### config.mk
export PLATFORM = sky130hd
export DESIGN_NAME = seq_mag_cmp_ctrl
export DESIGN_NICKNAME = d
export VERILOG_FILES = /design/src/rtl/seq_mag_cmp_ctrl_pkg.sv /design/src/rtl/seq_mag_cmp_ctrl_cmp_slice2.sv /design/src/rtl/seq_mag_cmp_ctrl.sv
export SDC_FILE = /design/constraint.sdc
export NUM_CORES = 1
export LEC_CHECK = 0
export ABC_AREA = 1
export BUFFER_PORTS_ARGS = -buffer_cell sky130_fd_sc_hd__clkbuf_2
export CORE_ASPECT_RATIO = 0.5
export CORE_MARGIN = 3
export CORE_UTILIZATION = 45
export CTS_BUF_LIST = sky130_fd_sc_hd__clkbuf_16
export CTS_CLUSTER_DIAMETER = 60
export CTS_CLUSTER_SIZE = 30
export DETAILED_ROUTE_END_ITERATION = 7
export GPL_ROUTABILITY_DRIVEN = 0
export PLACE_DENSITY_LB_ADDON = 0.3
export SKIP_CTS_REPAIR_TIMING = 1
export SYNTH_ARGS = -nofsm -noshare
export SYNTH_HDL_FRONTEND = slang
export SYNTH_SLANG_ARGS = --single-unit
### constraint.sdc
create_clock -name clk -period 2.8 [get_ports clk]
set_clock_uncertainty 0.2 [all_clocks]
set_input_delay 0.42 -clock clk [delete_from_list [all_inputs] [get_ports clk]]
set_output_delay 0.42 -clock clk [all_outputs]
set_load 0.05 [all_outputs]
### src/rtl/seq_mag_cmp_ctrl_pkg.sv
// Shared types and helpers for the sequential magnitude comparator.
// The state encoding is fixed so that the unused code 2'd3 falls back to IDLE.
package seq_mag_cmp_ctrl_pkg;

   localparam int unsigned DEF_WIDTH = 8;

   typedef enum logic [1:0] {
      IDLE    = 2'd0,
      COMPARE = 2'd1,
      DONE    = 2'd2
   } state_t;

   // Index width for WIDTH/2 digit pairs, never narrower than one bit.
   function automatic int unsigned calc_idxw(input int unsigned width);
      return (width / 2 <= 2) ? 1 : $clog2(width / 2);
   endfunction

endpackage

### src/rtl/seq_mag_cmp_ctrl_cmp_slice2.sv
// Combinational 2-bit unsigned compare slice, time-shared by the sequencer.
module cmp_slice2 (
   input  logic [1:0] x,
   input  logic [1:0] y,
   output logic       gt,
   output logic       eq
);

   assign gt = (x > y);
   assign eq = (x == y);

endmodule

### src/rtl/seq_mag_cmp_ctrl.sv
// Unsigned magnitude comparator that walks 2-bit digit pairs MSB-first through a
// single shared slice, stopping at the first unequal pair.
module seq_mag_cmp_ctrl
   import seq_mag_cmp_ctrl_pkg::*;
#(
   parameter int unsigned WIDTH = DEF_WIDTH,
   parameter int unsigned IDXW  = calc_idxw(WIDTH)
) (
   input  logic             clk,
   input  logic             rst_n,
   input  logic             start,
   input  logic [WIDTH-1:0] a,
   input  logic [WIDTH-1:0] b,
   output logic             busy,
   output logic             done,
   output logic             equal,
   output logic             greater,
   output logic             answer,
   output logic [IDXW:0]    slices_used
);

   localparam int unsigned    N       = WIDTH / 2;
   localparam logic [IDXW-1:0] IDX_TOP = IDXW'(N - 1);

   state_t           r_state;
   logic [WIDTH-1:0] r_a;
   logic [WIDTH-1:0] r_b;
   logic [IDXW-1:0]  r_idx;
   logic [IDXW:0]    r_cnt;
   logic             r_equal;
   logic             r_greater;
   logic             r_answer;
   logic [IDXW:0]    r_slices;

   logic [1:0]       w_x;
   logic [1:0]       w_y;
   logic             w_gt;
   logic             w_eq;
   logic [IDXW:0]    w_cnt_nxt;

   // Digit mux: select pair idx from the captured operands.
   assign w_x       = r_a[{r_idx, 1'b0} +: 2];
   assign w_y       = r_b[{r_idx, 1'b0} +: 2];
   assign w_cnt_nxt = r_cnt + (IDXW + 1)'(1);

   cmp_slice2 u_slice (
      .x  (w_x),
      .y  (w_y),
      .gt (w_gt),
      .eq (w_eq)
   );

   always_ff @(posedge clk or negedge rst_n) begin
      if (!rst_n) begin
         r_state   <= IDLE;
         r_a       <= '0;
         r_b       <= '0;
         r_idx     <= '0;
         r_cnt     <= '0;
         r_equal   <= 1'b0;
         r_greater <= 1'b0;
         r_answer  <= 1'b0;
         r_slices  <= '0;
      end else begin
         case (r_state)
            IDLE, DONE: begin
               if (start) begin
                  r_a     <= a;
                  r_b     <= b;
                  r_idx   <= IDX_TOP;
                  r_cnt   <= '0;
                  r_state <= COMPARE;
               end else begin
                  r_state <= IDLE;
               end
            end
            COMPARE: begin
               r_cnt <= w_cnt_nxt;
               if (w_gt) begin
                  r_greater <= 1'b1;
                  r_equal   <= 1'b0;
                  r_answer  <= 1'b1;
                  r_slices  <= w_cnt_nxt;
                  r_state   <= DONE;
               end else if (!w_eq) begin
                  r_greater <= 1'b0;
                  r_equal   <= 1'b0;
                  r_answer  <= 1'b0;
                  r_slices  <= w_cnt_nxt;
                  r_state   <= DONE;
               end else if (r_idx == '0) begin
                  r_greater <= 1'b0;
                  r_equal   <= 1'b1;
                  r_answer  <= 1'b1;
                  r_slices  <= w_cnt_nxt;
                  r_state   <= DONE;
               end else begin
                  r_idx <= r_idx - IDXW'(1);
               end
            end
            default: r_state <= IDLE;
         endcase
      end
   end

   assign busy        = (r_state == COMPARE);
   assign done        = (r_state == DONE);
   assign equal       = r_equal;
   assign greater     = r_greater;
   assign answer      = r_answer;
   assign slices_used = r_slices;

endmodule

==> impl_summary.md, run 1 <==
Setup path
The endpoint kind of the worst setup timing path is a register. Along the worst path, the maximum fanout reaches 11. The arrival time reported for the critical path endpoint is 2.05 ns. The critical path start-end classification is register to register. The worst setup path is launched from a register. The slack of the worst reg-to-reg path is 0.71 ns.

The required time of the critical path is 2.75 ns.

Synth
The post-synthesis instance area is 1361 sq um. The proportion of synthesized area in mux cells is 0%. The synthesized netlist devotes 29.96% of its cell area to simple gates. Summing the areas of all xor and xnor instances in the mapped netlist gives 0.6434% of the synthesized area. By area, the combinational part of the netlist is dominated by simple AND/OR/NAND/NOR gates.

Summing the sequential cell areas from Yosys gives 53.31% of the chip area. The net count after synthesis is 188. Synthesis inferred 29 register bits. The cell count after synthesis is 165. The compound-cell area share of the yosys netlist is 6.618%. The number of different library cells used by synthesis comes to 16.

During synthesis, Yosys emitted a total of 0 warnings. The arithmetic-cell share of the synthesized area counting full adders, half adders and majority gates is 3.676%. The average instance in the mapped netlist occupies 8.250 sq um.

Timing
The max-slew violation total from the final report is 0. Setup violations remaining at the end of the flow were counted as 0. The share of the clock period used by the worst path after layout is 74.78%.

Setup repair after global routing left no endpoint under its margin. Counting I/O delays and the setup requirement, the final critical path takes 2.094 ns. The relative max-transition margin is 51.43%. For the final routed database, the setup TNS stands at 0 ns. The number of hold-slack violations in the final timing report is 0. Based on the critical path, the design can be clocked at up to 477.6 MHz.

The slew at the pin with the worst max-slew slack is 0.7286 ns.

Global route
The number of antenna violations at the first check in global routing is 0. The global route total overflow is 0. The combined global-route utilization of all metal layers is 16.18%. The number of global-route vias before repair is 1,063.

Entering global routing, the biggest net connects 30 pins. The first global-routing pass estimated 4650 um of wire.

Flow run
The number of violations of the max-capacitance limit is 0.

Worst hold path
The classification of the worst-slack hold path is primary input to asynchronous set/reset pin.

Power
The peak supply drop is 590.3 uV. The clock group share of total power is 21.4%. The switching power share of the total is 43.97%. The static leakage is 0.9223 nW. Power spread over the standard cell area amounts to 1361 nW/um^2. The sequential group share of total power is 33.3%. For this design the total switching power over the nets is 981.7 uW. The sum of internal, switching and leakage power is 2.232 mW. Internal power comes to 1.251 mW. Per report_power, the combinational group accounts for 45.3% of the total.

Placement
The count of input and output buffers is 26. Once detailed placement completed, the half-perimeter wirelength came to 1879 um.

Die
The vertical extent of the die is 44.89 um. The core region is 2733 sq um. Once the floorplan was initialized, standard cells occupied 49.82% of the core. The floorplan step defined a die boundary enclosing 3761 sq um.

The floorplan has 13 rows. The number of placed I/O pins is 27. The overall die width is 83.79 um.

Final layout
The number of antenna diodes in the final layout is 0. The area added between synthesis and finish is 20.50%. Cells with a size suffix above 1 make up 19.07% of the layout. The library cells used most frequently in the layout, excluding fill and tap cells, are 74 x nand2_1, 29 x dfrtp_1, 26 x clkbuf_2. The commonest non-fill, non-tap cell in the layout is nand2_1. The net count of the finished layout is 217.

Detailed routing
The first detailed-routing pass ran for 4 iterations. The count of nets left with antenna violations after detail routing is 0. For this block, the via count after detailed routing is 1,103.

The final wirelength is 2620 um. The detailed-route wire length per cell is 11.34 um. After detailed routing, the number of remaining DRC violations is 0. For this block, the initial DRC count from the detailed router was 46. Using the TritonRoute via totals, the vias-per-cell ratio works out to 4.775.

Clock network
The clock insertion delay at the later pin of the skew report is 0.27 ns. The clock transition at the registers of the reported paths is 0.05 ns. The CTS buffer count is 5. For this design, the sink count on the clock tree is 29.

TritonCTS built the clock tree. The H-tree generated during clock tree synthesis spans 2 levels. The root buffer cell chosen for the clock tree is clkbuf_16. Counting along the longest clock path gives a buffer depth of 2.

Run status
The run finished with clean final reports.
[sequential cells by signal, indices dropped and copies added (netlist names)]
name,count
equal,1
r_idx,2
r_b,8
r_cnt,3
r_state,2
answer,1
r_a,8
slices_used,3
greater,1
[through the flow]
| stage | instance area [sq um] | setup slack [ns] | util [%] | cells | hold WS (ns) |
|---|---|---|---|---|---|
| 4_1_cts | 1640 | 0.7328 | 60.03 | 231 | 0.03106 |
| 3_3_place_gp | 1508 | 0.8072 | 55.17 | 224 | 0.2656 |
| 3_5_place_dp | 1508 | 0.7589 | 55.17 | 224 | 0.2646 |
| 2_1_floorplan | 1361 | 0.9515 | - | 165 | -0.07559 |
| 5_1_grt | 1640 | 0.3880 | 60.03 | 231 | 0.06390 |
| 6_report | 1640 | 0.7062 | 60.03 | 231 | 0.005750 |
[final timing paths]
kind,depth (start not counted),endpoint,startpoint
max,11,r_idx[0],r_idx[0]
min in group clk,3,r_b[3],b[3]
max in group asynchronous,1,slices_used[0],rst_n
min reg2reg,2,r_b[6],r_b[6]
max reg2reg,11,r_idx[0],r_idx[0]
min,1,r_a[3],rst_n
[worst max-delay path, cell delays in order (launching register included)]
cell,delay [ns]
dfrtp_1,0.49
inv_1,0.22
nor2_1,0.13
nor2_1,0.04
o21ai_0,0.07
nand2_1,0.08
ha_1,0.32
nand2_1,0.09
nor2_1,0.10
nand2_1,0.10
nand3_1,0.09
nand2_1,0.06
[synth_stat cells]
| cell | instances | area [sq um] |
|---|---|---|
| o21bai_1 | 2 | 15.01 |
| nand2_1 | 74 | 277.8 |
| buf_4 | 4 | 30.03 |
| nand2_2 | 2 | 12.51 |
| nand3_1 | 10 | 50.05 |
| inv_2 | 1 | 3.750 |
| o21ai_0 | 12 | 60.06 |
| nor2_1 | 8 | 30.03 |
| ha_1 | 4 | 50.05 |
| nor2_2 | 1 | 6.260 |
| nand2_4 | 1 | 11.26 |
| a21oi_1 | 3 | 15.01 |
| xnor2_1 | 1 | 8.760 |
| nor2_8 | 1 | 20.02 |
| dfrtp_1 | 29 | 725.7 |
| inv_1 | 12 | 45.04 |
[cells by family after synthesis]
| family | count (synthesis) |
|---|---|
| simple gates | 97 |
| buf+inv | 17 |
| compound gates | 17 |
| flops | 29 |
| fa+ha+maj | 4 |
| xor+xnor | 1 |
[layout make-up]
class,count,area [sq um]
fillers,258,1092
flip-flops and latches,29,725.7
multi-input cells,119,556.8
repair buffers,26,130.1
clock buffers,5,125.1
inverters,13,48.80
well taps,37,46.29
clock inverters,2,7.507
[routing by layer]
| layer | vias to the layer above | global-route usage (%) | share of wire (%) |
|---|---|---|---|
| li1 | 571 | - | - |
| met1 | 499 | 20.60 | 49 |
| met2 | 28 | 25.91 | 45 |
| met3 | 5 | 5.647 | 5.2 |
| met4 | 0 | 6.731 | 0.99 |
| met5 | - | 0 | 0 |
[power by group through the flow]
stage / Clock [mW] / Combinational [mW] / Sequential (mW)
global placement: 0 / 0.985 / 0.744
detailed placement: 0 / 1.02 / 0.744
global route: 0.507 / 1.19 / 0.766
finish: 0.477 / 1.01 / 0.744
CTS: 0.488 / 1.03 / 0.742
floorplan: 0 / 0.718 / 0.832
No activity file was read; power rests on OpenSTA's default activity.
==> inputs of run 2 (changes only) <==
--- a/config.mk
+++ b/config.mk
@@ -5,7 +5,7 @@
 export SDC_FILE = /design/constraint.sdc
 export NUM_CORES = 1
 export LEC_CHECK = 0
-export ABC_AREA = 1
+export ABC_AREA = 0
 export BUFFER_PORTS_ARGS = -buffer_cell sky130_fd_sc_hd__clkbuf_2
 export CORE_ASPECT_RATIO = 0.5
 export CORE_MARGIN = 3
==> constraint.sdc (replaced) <==
create_clock -name clk -period 1.95 [get_ports clk]
set_clock_uncertainty 0.2 [all_clocks]
set_input_delay 0.2925 -clock clk [delete_from_list [all_inputs] [get_ports clk]]
set_output_delay 0.2925 -clock clk [all_outputs]
set_load 0.05 [all_outputs]
==> run 2 against run 1 <==
Register-to-register slack got worse by 0.92 ns. The run now ends with negative setup slack left. Via count fell by 26%. Final area up 4.2%. Critical endpoint is now slices_used[2]. Non-clock buffer count increased by 8. First-iteration DRC count down 46%. Die area is 2.6% lower. Maximum frequency shrank 3.3%. Total power rose by 42%. Setup slack worse by 0.92 ns. Global-route usage down 1.0 points.
==> impl_summary.md, run 2 <==
Clock network
The clock transition at the registers of the reported paths was 0.05 ns (about the same). The largest buffer count on any clock path is 2 (unchanged). The CTS buffer count is 5 (unchanged). The clock tree from TritonCTS is built (unchanged). The clock sink total is 29 (unchanged). The clock root buffer master is clkbuf_16 (unchanged). The clock insertion delay at the later pin of the skew report came to 0.26 ns (was 0.27 ns). The level count of the clock H-tree is 2 (unchanged).

Detailed routing
The final wirelength was 2331 um (was 2620 um). The detailed-routing iteration count for the pre-antenna-repair pass was 2 (was 4). The count of vias placed by the detailed router came to 811 (was 1,103).

The via-per-instance ratio is 4.886 (was 4.775). The wire length on met1 is 1132 um (was 1271 um). The highest routing layer actually used is met4 (unchanged).

The routed wire length on met2 is 1054 um (was 1185 um). The detailed-route wire length per cell came to 14.04 um (was 11.34 um). The DRC marker count from the first detailed-route iteration is 25 (was 46). The count of nets left with antenna violations after detail routing is 0 (unchanged). The final routed DRC violation total is 0 (unchanged). The detailed-routed wire length on met3 is 133 um (was 137 um).

Global route
The combined global-route utilization of all metal layers is 15.17% (was 16.18%). The global-route wire length before repair is 3905 um (was 4650 um). The pin count of the biggest net entering global routing is 30 (unchanged). The number of antenna violations at the first check in global routing is 0 (unchanged).

The number of global-route vias before repair came to 814 (was 1,063). The global route total overflow came to 0 (unchanged).

Synth
The top cell type by total area after synthesis is dfrtp_1 (unchanged). The cell count after synthesis is 92 (was 165). The number of enable flip-flop cells after synthesis is 0 (unchanged).

The primary flip-flop cell chosen by synthesis mapping is dfrtp_1 (unchanged). The most frequent cell after synthesis is dfrtp_1 (was nand2_1). The number of different library cells in the post-synthesis netlist was 25 (was 16). The area share of the leading cell type in the synthesized netlist is 54.92% (was 53.31%). The net count after synthesis came to 115 (was 188).

The number of warnings issued by yosys came to 0 (unchanged). Top cells by area, synth: dfrtp_1 55%, mux2_2 14%, mux4_2 6.8%, ha_1 3.8%, mux2i_1 3.0% (was dfrtp_1 53%, nand2_1 20%, o21ai_0 4.4%, ha_1 3.7%, nand3_1 3.7%). The post-synthesis instance area is 1321 sq um (was 1361 sq um). The sequential fraction of the synthesis area is 54.92% (was 53.31%). The fraction of registers with async set/reset is 100.0% (unchanged). The mean instance size in the synthesized netlist is 14.36 sq um (was 8.250 sq um).

The register bit total from synthesis was 29 (unchanged). Leading cell types by count after synthesis: 29 x dfrtp_1, 17 x mux2_2, 7 x inv_1 (was 74 x nand2_1, 29 x dfrtp_1, 12 x inv_1, 12 x o21ai_0, 10 x nand3_1).

Power
The peak supply drop is 842.5 uV (was 590.3 uV). The areal power density over the cells is 1856 nW/um^2 (was 1361 nW/um^2). The sum of internal, switching and leakage power is 3.172 mW (was 2.232 mW). The static leakage is 0.8255 nW (was 0.9223 nW).

Die
The core footprint is 2700 sq um (was 2733 sq um). The area of the die is 3662 sq um (was 3761 sq um). The overall die width is 82.63 um (was 83.79 um).

The effective utilization at floorplan is 48.93% (was 49.82%). The vertical extent of the die is 44.32 um (was 44.89 um). The number of placed I/O pins was 27 (unchanged). The number of core rows came to 13 (unchanged).

Final layout
The number of antenna cells inserted is 0 (unchanged). The final core utilization is 63.30% (was 60.03%). The net count of the finished layout is 153 (was 217). The count of filler cells inserted in the layout is 225 (was 258). Commonest cells after routing, fill and taps aside: 27 x dfrtp_1, 26 x clkbuf_2, 17 x mux2_2 (was 74 x nand2_1, 29 x dfrtp_1, 26 x clkbuf_2). The area added between synthesis and finish is 29.36% (was 20.50%). The final instance count without filler cells is 166 (was 231). Top flop regs: r_a: 8 flops, r_b: 8 flops (unchanged).

The commonest non-fill, non-tap cell in the layout is dfrtp_1 (was nand2_1). The proportion of layout cells with a drive suffix above 1 was 58.91% (was 19.07%).

Timing
The fmax is 461.7 MHz (was 477.6 MHz). The max-slew violation total from the final report is 0 (unchanged). The share of the clock period used by the worst path after layout came to 111.1% (was 74.78%).

RSZ-0062 raised after global routing: true (was false). The final setup slack of the worst path is -0.2160 ns (was 0.7062 ns). The time the worst path needs with I/O delays and setup is 2.166 ns (was 2.094 ns).

The setup-violating endpoint count in the final report is 8 (was 0). The slew at the pin with the worst max-slew slack came to 0.7091 ns (was 0.7286 ns). The relative max-transition margin is 52.73% (was 51.43%).

The number of hold-slack violations in the final timing report was 0 (unchanged).

Setup path
The cell at the slowest stage of the critical path is mux4_2 (was dfrtp_1). The critical path start-end classification is register to register (unchanged). Cell Chain, Critical Path: mux4_2, ha_4, nand2_4, o21ai_4, inv_2, mux2_4 (was inv_1, nor2_1, nor2_1, o21ai_0, nand2_1, ha_1, nand2_1, nor2_1, nand2_1, nand3_1, nand2_1). The startpoint type of the worst setup path is a register (unchanged). The required time of the critical path came to 1.90 ns (was 2.75 ns).

The maximum fanout encountered on the critical timing path is 4 (was 11). The arrival time reported for the critical path endpoint is 2.11 ns (was 2.05 ns). The cell depth of the worst flop-to-flop path is 6 (was 11). The endpoint kind of the worst setup timing path was a register (unchanged). The highest cell delay on the worst timing path is 0.54 ns (was 0.49 ns).

Placement
The count of input and output buffers is 26 (unchanged). The post-DP HPWL was 1727 um (was 1879 um). The placed instance count came to 158 (was 224).

Run status
Status: finished with violations (was complete, no violations). The final reports fail on negative setup slack.

Worst hold path
The cell count of the worst hold path is 2. The classification of the worst-slack hold path is primary input to register (was primary input to asynchronous set/reset pin).

Flow run
The number of violations of the max-capacitance limit is 0 (unchanged).
## run 2: cell types whose count changed after synthesis, sizes merged, moves of 7 or more
| cell | previous run | this run |
|---|---|---|
| o21ai | 12 | 1 |
| nand3 | 10 | 0 |
| nor2 | 10 | 3 |
| nand2 | 77 | 3 |
| mux2 | 0 | 20 |
## run 2: critical path: cells and delay by family (launching register included)
family	cells	cell delay, ns
AOI/OAI and AO/OA	1	0.18
and+or+nand+nor	1	0.06
buffers and inverters	1	0.06
adders and majority gates	1	0.30
DFF	1	0.42
muxes	2	0.83
## run 2: cell type report
| type | instances | area (sq um) | area share, % |
|---|---|---|---|
| Sequential cell | 29 | 728.2 | 42.61 |
| Clock buffer | 5 | 125.1 | 7.321 |
| Inverter | 9 | 36.28 | 2.123 |
| Timing Repair Buffer | 34 | 192.7 | 11.27 |
| Tap cell | 37 | 46.29 | 2.709 |
| Multi-Input combinational cell | 51 | 575.6 | 33.67 |
| Clock inverter | 1 | 5.005 | 0.2928 |
## run 2: stage by stage
| step | setup WS [ns] | area [sq um] | setup TNS, ns | hold WS (ns) |
|---|---|---|---|---|
| 2_1_floorplan | -0.2392 | 1358 | -0.5565 | -0.2031 |
| 3_3_place_gp | -0.2464 | 1555 | -1.203 | 0.1715 |
| 3_5_place_dp | -0.2811 | 1555 | -1.437 | 0.1831 |
| 4_1_cts | -0.2942 | 1685 | -1.606 | -0.09752 |
| 5_1_grt | -0.2992 | 1709 | -1.901 | 0.05438 |
| 6_report | -0.2160 | 1709 | -1.146 | 0.05678 |
## run 2: cells by family after synthesis
| logic type | synth area share, % |
|---|---|
| DFF | 54.92 |
| muxes | 27.46 |
| buffers and inverters | 4.073 |
| and+or+nand+nor | 4.736 |
| AOI/OAI and AO/OA | 4.356 |
| adders and majority gates | 3.788 |
| xor gates and xnor gates | 0.6630 |
## run 2: worst paths after layout
check                                       to  slack [ns]     start
worst max-delay path            slices_used[2]       -0.22  r_idx[0]
worst min-delay path                    r_b[4]        0.06      b[4]
worst max register to register  slices_used[2]       -0.22  r_idx[0]
worst min register to register         greater        0.29   greater
max in group asynchronous             r_idx[1]        0.64     rst_n
min in group asynchronous             r_cnt[2]        0.42     rst_n
## run 2: routing by layer
metal,global-route usage (%),vias to the layer above
met1,20.87,391
met3,6.098,2
met2,22.13,19
met4,4.886,0
met5,0,-
li1,-,399
## run 2: where the power goes
group | internal [mW] | switching [mW] | leakage, nW
Sequential | 0.868 | 0.158 | 0.343
Combinational | 0.710 | 0.765 | 0.417
Clock | 0.451 | 0.221 | 0.0655
==> inputs of run 3 (changes only) <==
--- a/config.mk
+++ b/config.mk
@@ -11,10 +11,9 @@
 export CORE_MARGIN = 3
 export CORE_UTILIZATION = 45
 export CTS_BUF_LIST = sky130_fd_sc_hd__clkbuf_16
-export CTS_CLUSTER_DIAMETER = 60
+export CTS_CLUSTER_DIAMETER = 80
 export CTS_CLUSTER_SIZE = 30
 export DETAILED_ROUTE_END_ITERATION = 7
-export GPL_ROUTABILITY_DRIVEN = 0
 export PLACE_DENSITY_LB_ADDON = 0.3
 export SKIP_CTS_REPAIR_TIMING = 1
 export SYNTH_ARGS = -nofsm -noshare
==> constraint.sdc (replaced) <==
create_clock -name clk -period 1.95 [get_ports clk]
set_clock_uncertainty 0.2 [all_clocks]
set_input_delay 0.0975 -clock clk [delete_from_list [all_inputs] [get_ports clk]]
set_output_delay 0.0975 -clock clk [all_outputs]
set_load 0.05 [all_outputs]
==> run 3 against run 2 <==
The run still ends with negative setup slack left. Maximum frequency grew 0.11%. Clock power is 1% higher. First-iteration DRC count down 8.0%. Die area stayed put. Register-to-register slack is essentially flat. Sequential share of layout area decreased by 3.7 points. Combinational power hardly changed. Setup slack better by 0.0025 ns. Via count grew 8.5%. Total power grew 1.0%. Critical path depth is the same. Routed wire length increased by 6.7%. Largest cell class unchanged.
==> impl_summary.md, run 3 (synthesized netlist as in run 2, its figures left out) <==
Die
The overall die width is 82.63 um (unchanged). The effective utilization at floorplan was 48.93% (unchanged). The core footprint came to 2700 sq um (unchanged). The area of the die is 3662 sq um (unchanged). The number of placed I/O pins came to 27 (unchanged). The number of core rows is 13 (unchanged). The vertical extent of the die is 44.32 um (unchanged).

Setup path
The cell depth of the worst flop-to-flop path is 6 (unchanged). The arrival time reported for the critical path endpoint came to 2.11 ns (about the same). The critical path start-end classification is register to register (unchanged). The startpoint type of the worst setup path is a register (unchanged). The required time of the critical path is 1.90 ns (about the same).

The endpoint kind of the worst setup timing path is a register (unchanged). The maximum fanout encountered on the critical timing path is 4 (unchanged).

Power
The combinational group share of total power was 46.9% (was 46.5%). The sequential group share of total power was 32.0% (was 32.3%). The static leakage came to 0.8924 nW (was 0.8255 nW). The switching power of the nets is 1.154 mW (was 1.143 mW). The peak supply drop is 855.9 uV (was 842.5 uV). The internal power is 2.050 mW (was 2.029 mW). The clock group share of total power is 21.2% (about the same).

The areal power density over the cells is 1714 nW/um^2 (was 1856 nW/um^2). The sum of internal, switching and leakage power was 3.204 mW (was 3.172 mW). The switching power share of the total came to 36.02% (was 36.04%).

Placement
The post-DP HPWL came to 1727 um (unchanged). The count of input and output buffers was 26 (unchanged). Routability-driven placement finished with a final weighted congestion of 0.8097.

The placed instance area was 1555 sq um (unchanged).

Detailed routing
The count of vias placed by the detailed router is 880 (was 811). The DRC marker count from the first detailed-route iteration is 23 (was 25). The detailed-route wire length per cell came to 13.66 um (was 14.04 um). The final routed DRC violation total is 0 (unchanged). The detailed-routing iteration count for the pre-antenna-repair pass is 4 (was 2).

The final wirelength is 2487 um (was 2331 um). The count of nets left with antenna violations after detail routing is 0 (unchanged). The via-per-instance ratio was 4.835 (was 4.886).

Global route
The number of antenna violations at the first check in global routing is 0 (unchanged). The number of global-route vias before repair came to 814 (unchanged). The combined global-route utilization of all metal layers is 15.17% (unchanged). The pin count of the biggest net entering global routing is 30 (unchanged). The global route total overflow is 0 (unchanged). The global-route wire length before repair came to 3905 um (unchanged).

Timing
The time the worst path needs with I/O delays and setup is 2.164 ns (was 2.166 ns). The setup-violating endpoint count in the final report is 8 (unchanged). The share of the clock period used by the worst path after layout was 110.9% (was 111.1%). The fmax is 462.2 MHz (was 461.7 MHz). RSZ-0062 raised after global routing: true (unchanged).

The relative max-transition margin is 53.11% (was 52.73%). The final setup slack of the worst path is -0.2135 ns (was -0.2160 ns). The final-layout setup total negative slack is -1.142 ns (was -1.146 ns).

The number of hold-slack violations in the final timing report is 0 (unchanged). The max-slew violation total from the final report was 0 (unchanged). The slew at the pin with the worst max-slew slack came to 0.7033 ns (was 0.7091 ns).

Clock network
The clock insertion delay at the later pin of the skew report is 0.27 ns (was 0.26 ns). The clock tree from TritonCTS is built (unchanged). The clock transition at the registers of the reported paths came to 0.04 ns (was 0.05 ns). The clock root buffer master was clkbuf_16 (unchanged). The largest buffer count on any clock path was 2 (unchanged). The clock sink total is 29 (unchanged). The CTS buffer count came to 5 (unchanged). The level count of the clock H-tree came to 2 (unchanged).

Final layout
The area added between synthesis and finish is 41.48% (was 29.36%). The net count of the finished layout is 169 (was 153). Commonest cells after routing, fill and taps aside: 27 x dfrtp_1, 26 x clkbuf_2, 17 x mux2_2, 17 x dlygate4sd3_1, 7 x buf_4 (was 27 x dfrtp_1, 26 x clkbuf_2, 17 x mux2_2). The number of antenna cells inserted was 0 (unchanged). The final standard cell area without fillers is 1869 sq um (was 1709 sq um).

The commonest non-fill, non-tap cell in the layout was dfrtp_1 (unchanged). The proportion of layout cells with a drive suffix above 1 is 52.41% (was 58.91%). Top flop regs: r_a: 8 flops, r_b: 8 flops (unchanged).

Worst hold path
The classification of the worst-slack hold path is primary input to asynchronous set/reset pin (was primary input to register).

Run status
Status: finished with violations (unchanged). Failing checks: negative setup slack (unchanged).

Flow run
The number of violations of the max-capacitance limit is 0 (unchanged).
-- run 3: cell types whose count changed in the layout (fill, tap and decap cells not counted) --
cell	delta
dlygate4sd3_1	+16
-- run 3: critical path, cell delays in order (launching register included) --
cell and delay, ns:
dfrtp_2 0.42, mux4_2 0.54, ha_4 0.30, nand2_4 0.06
o21ai_4 0.18, inv_2 0.06, mux2_4 0.29
-- run 3: layout make-up --
class                           count  area (sq um)
Tap cell                           37         46.29
Clock buffer                        5         125.1
Sequential cell                    29         728.2
Fill cell                         201         830.8
Inverter                            9         36.28
Timing Repair Buffer               50         352.8
Clock inverter                      1         5.005
Multi-Input combinational cell     51         575.6
-- run 3: final timing paths --
check	to	from	slack, ns
worst max-delay path	slices_used[2]	r_idx[0]	-0.21
worst min-delay path	r_cnt[2]	rst_n	0.22
worst max register to register	slices_used[2]	r_idx[0]	-0.21
worst min register to register	greater	greater	0.29
max in group asynchronous	r_idx[0]	rst_n	0.84
min in group clk	r_idx[0]	start	0.26
-- run 3: routing by layer --
metal | GRT usage, % | up-vias | part of all wire [%] | routed length, um
li1 | - | 430 | - | -
met1 | 20.87 | 428 | 47 | 1181
met2 | 22.13 | 20 | 46 | 1154
met3 | 6.098 | 2 | 5.6 | 139
met4 | 4.886 | 0 | 0.44 | 11
met5 | 0 | - | 0 | 0
-- run 3: metrics by stage --
step | worst slack (ns) | hold WS (ns) | instances | util (%)
2_1_floorplan | -0.2392 | -0.3981 | 92 | -
3_3_place_gp | -0.2464 | -0.02351 | 158 | 57.60
3_5_place_dp | -0.2811 | -0.01192 | 158 | 57.60
4_1_cts | -0.2942 | -0.2925 | 164 | 62.42
5_1_grt | -0.2978 | 0.2744 | 182 | 69.23
6_report | -0.2135 | 0.2166 | 182 | 69.23
-- run 3: power groups by stage --
stage,Combinational [mW],Clock [mW],Sequential (mW)
after floorplan,0.987,0,1.15
after global placement,1.42,0,1.03
after detailed placement,1.45,0,1.03
after CTS,1.46,0.697,1.03
after global routing,1.64,0.722,1.06
final,1.50,0.679,1.02
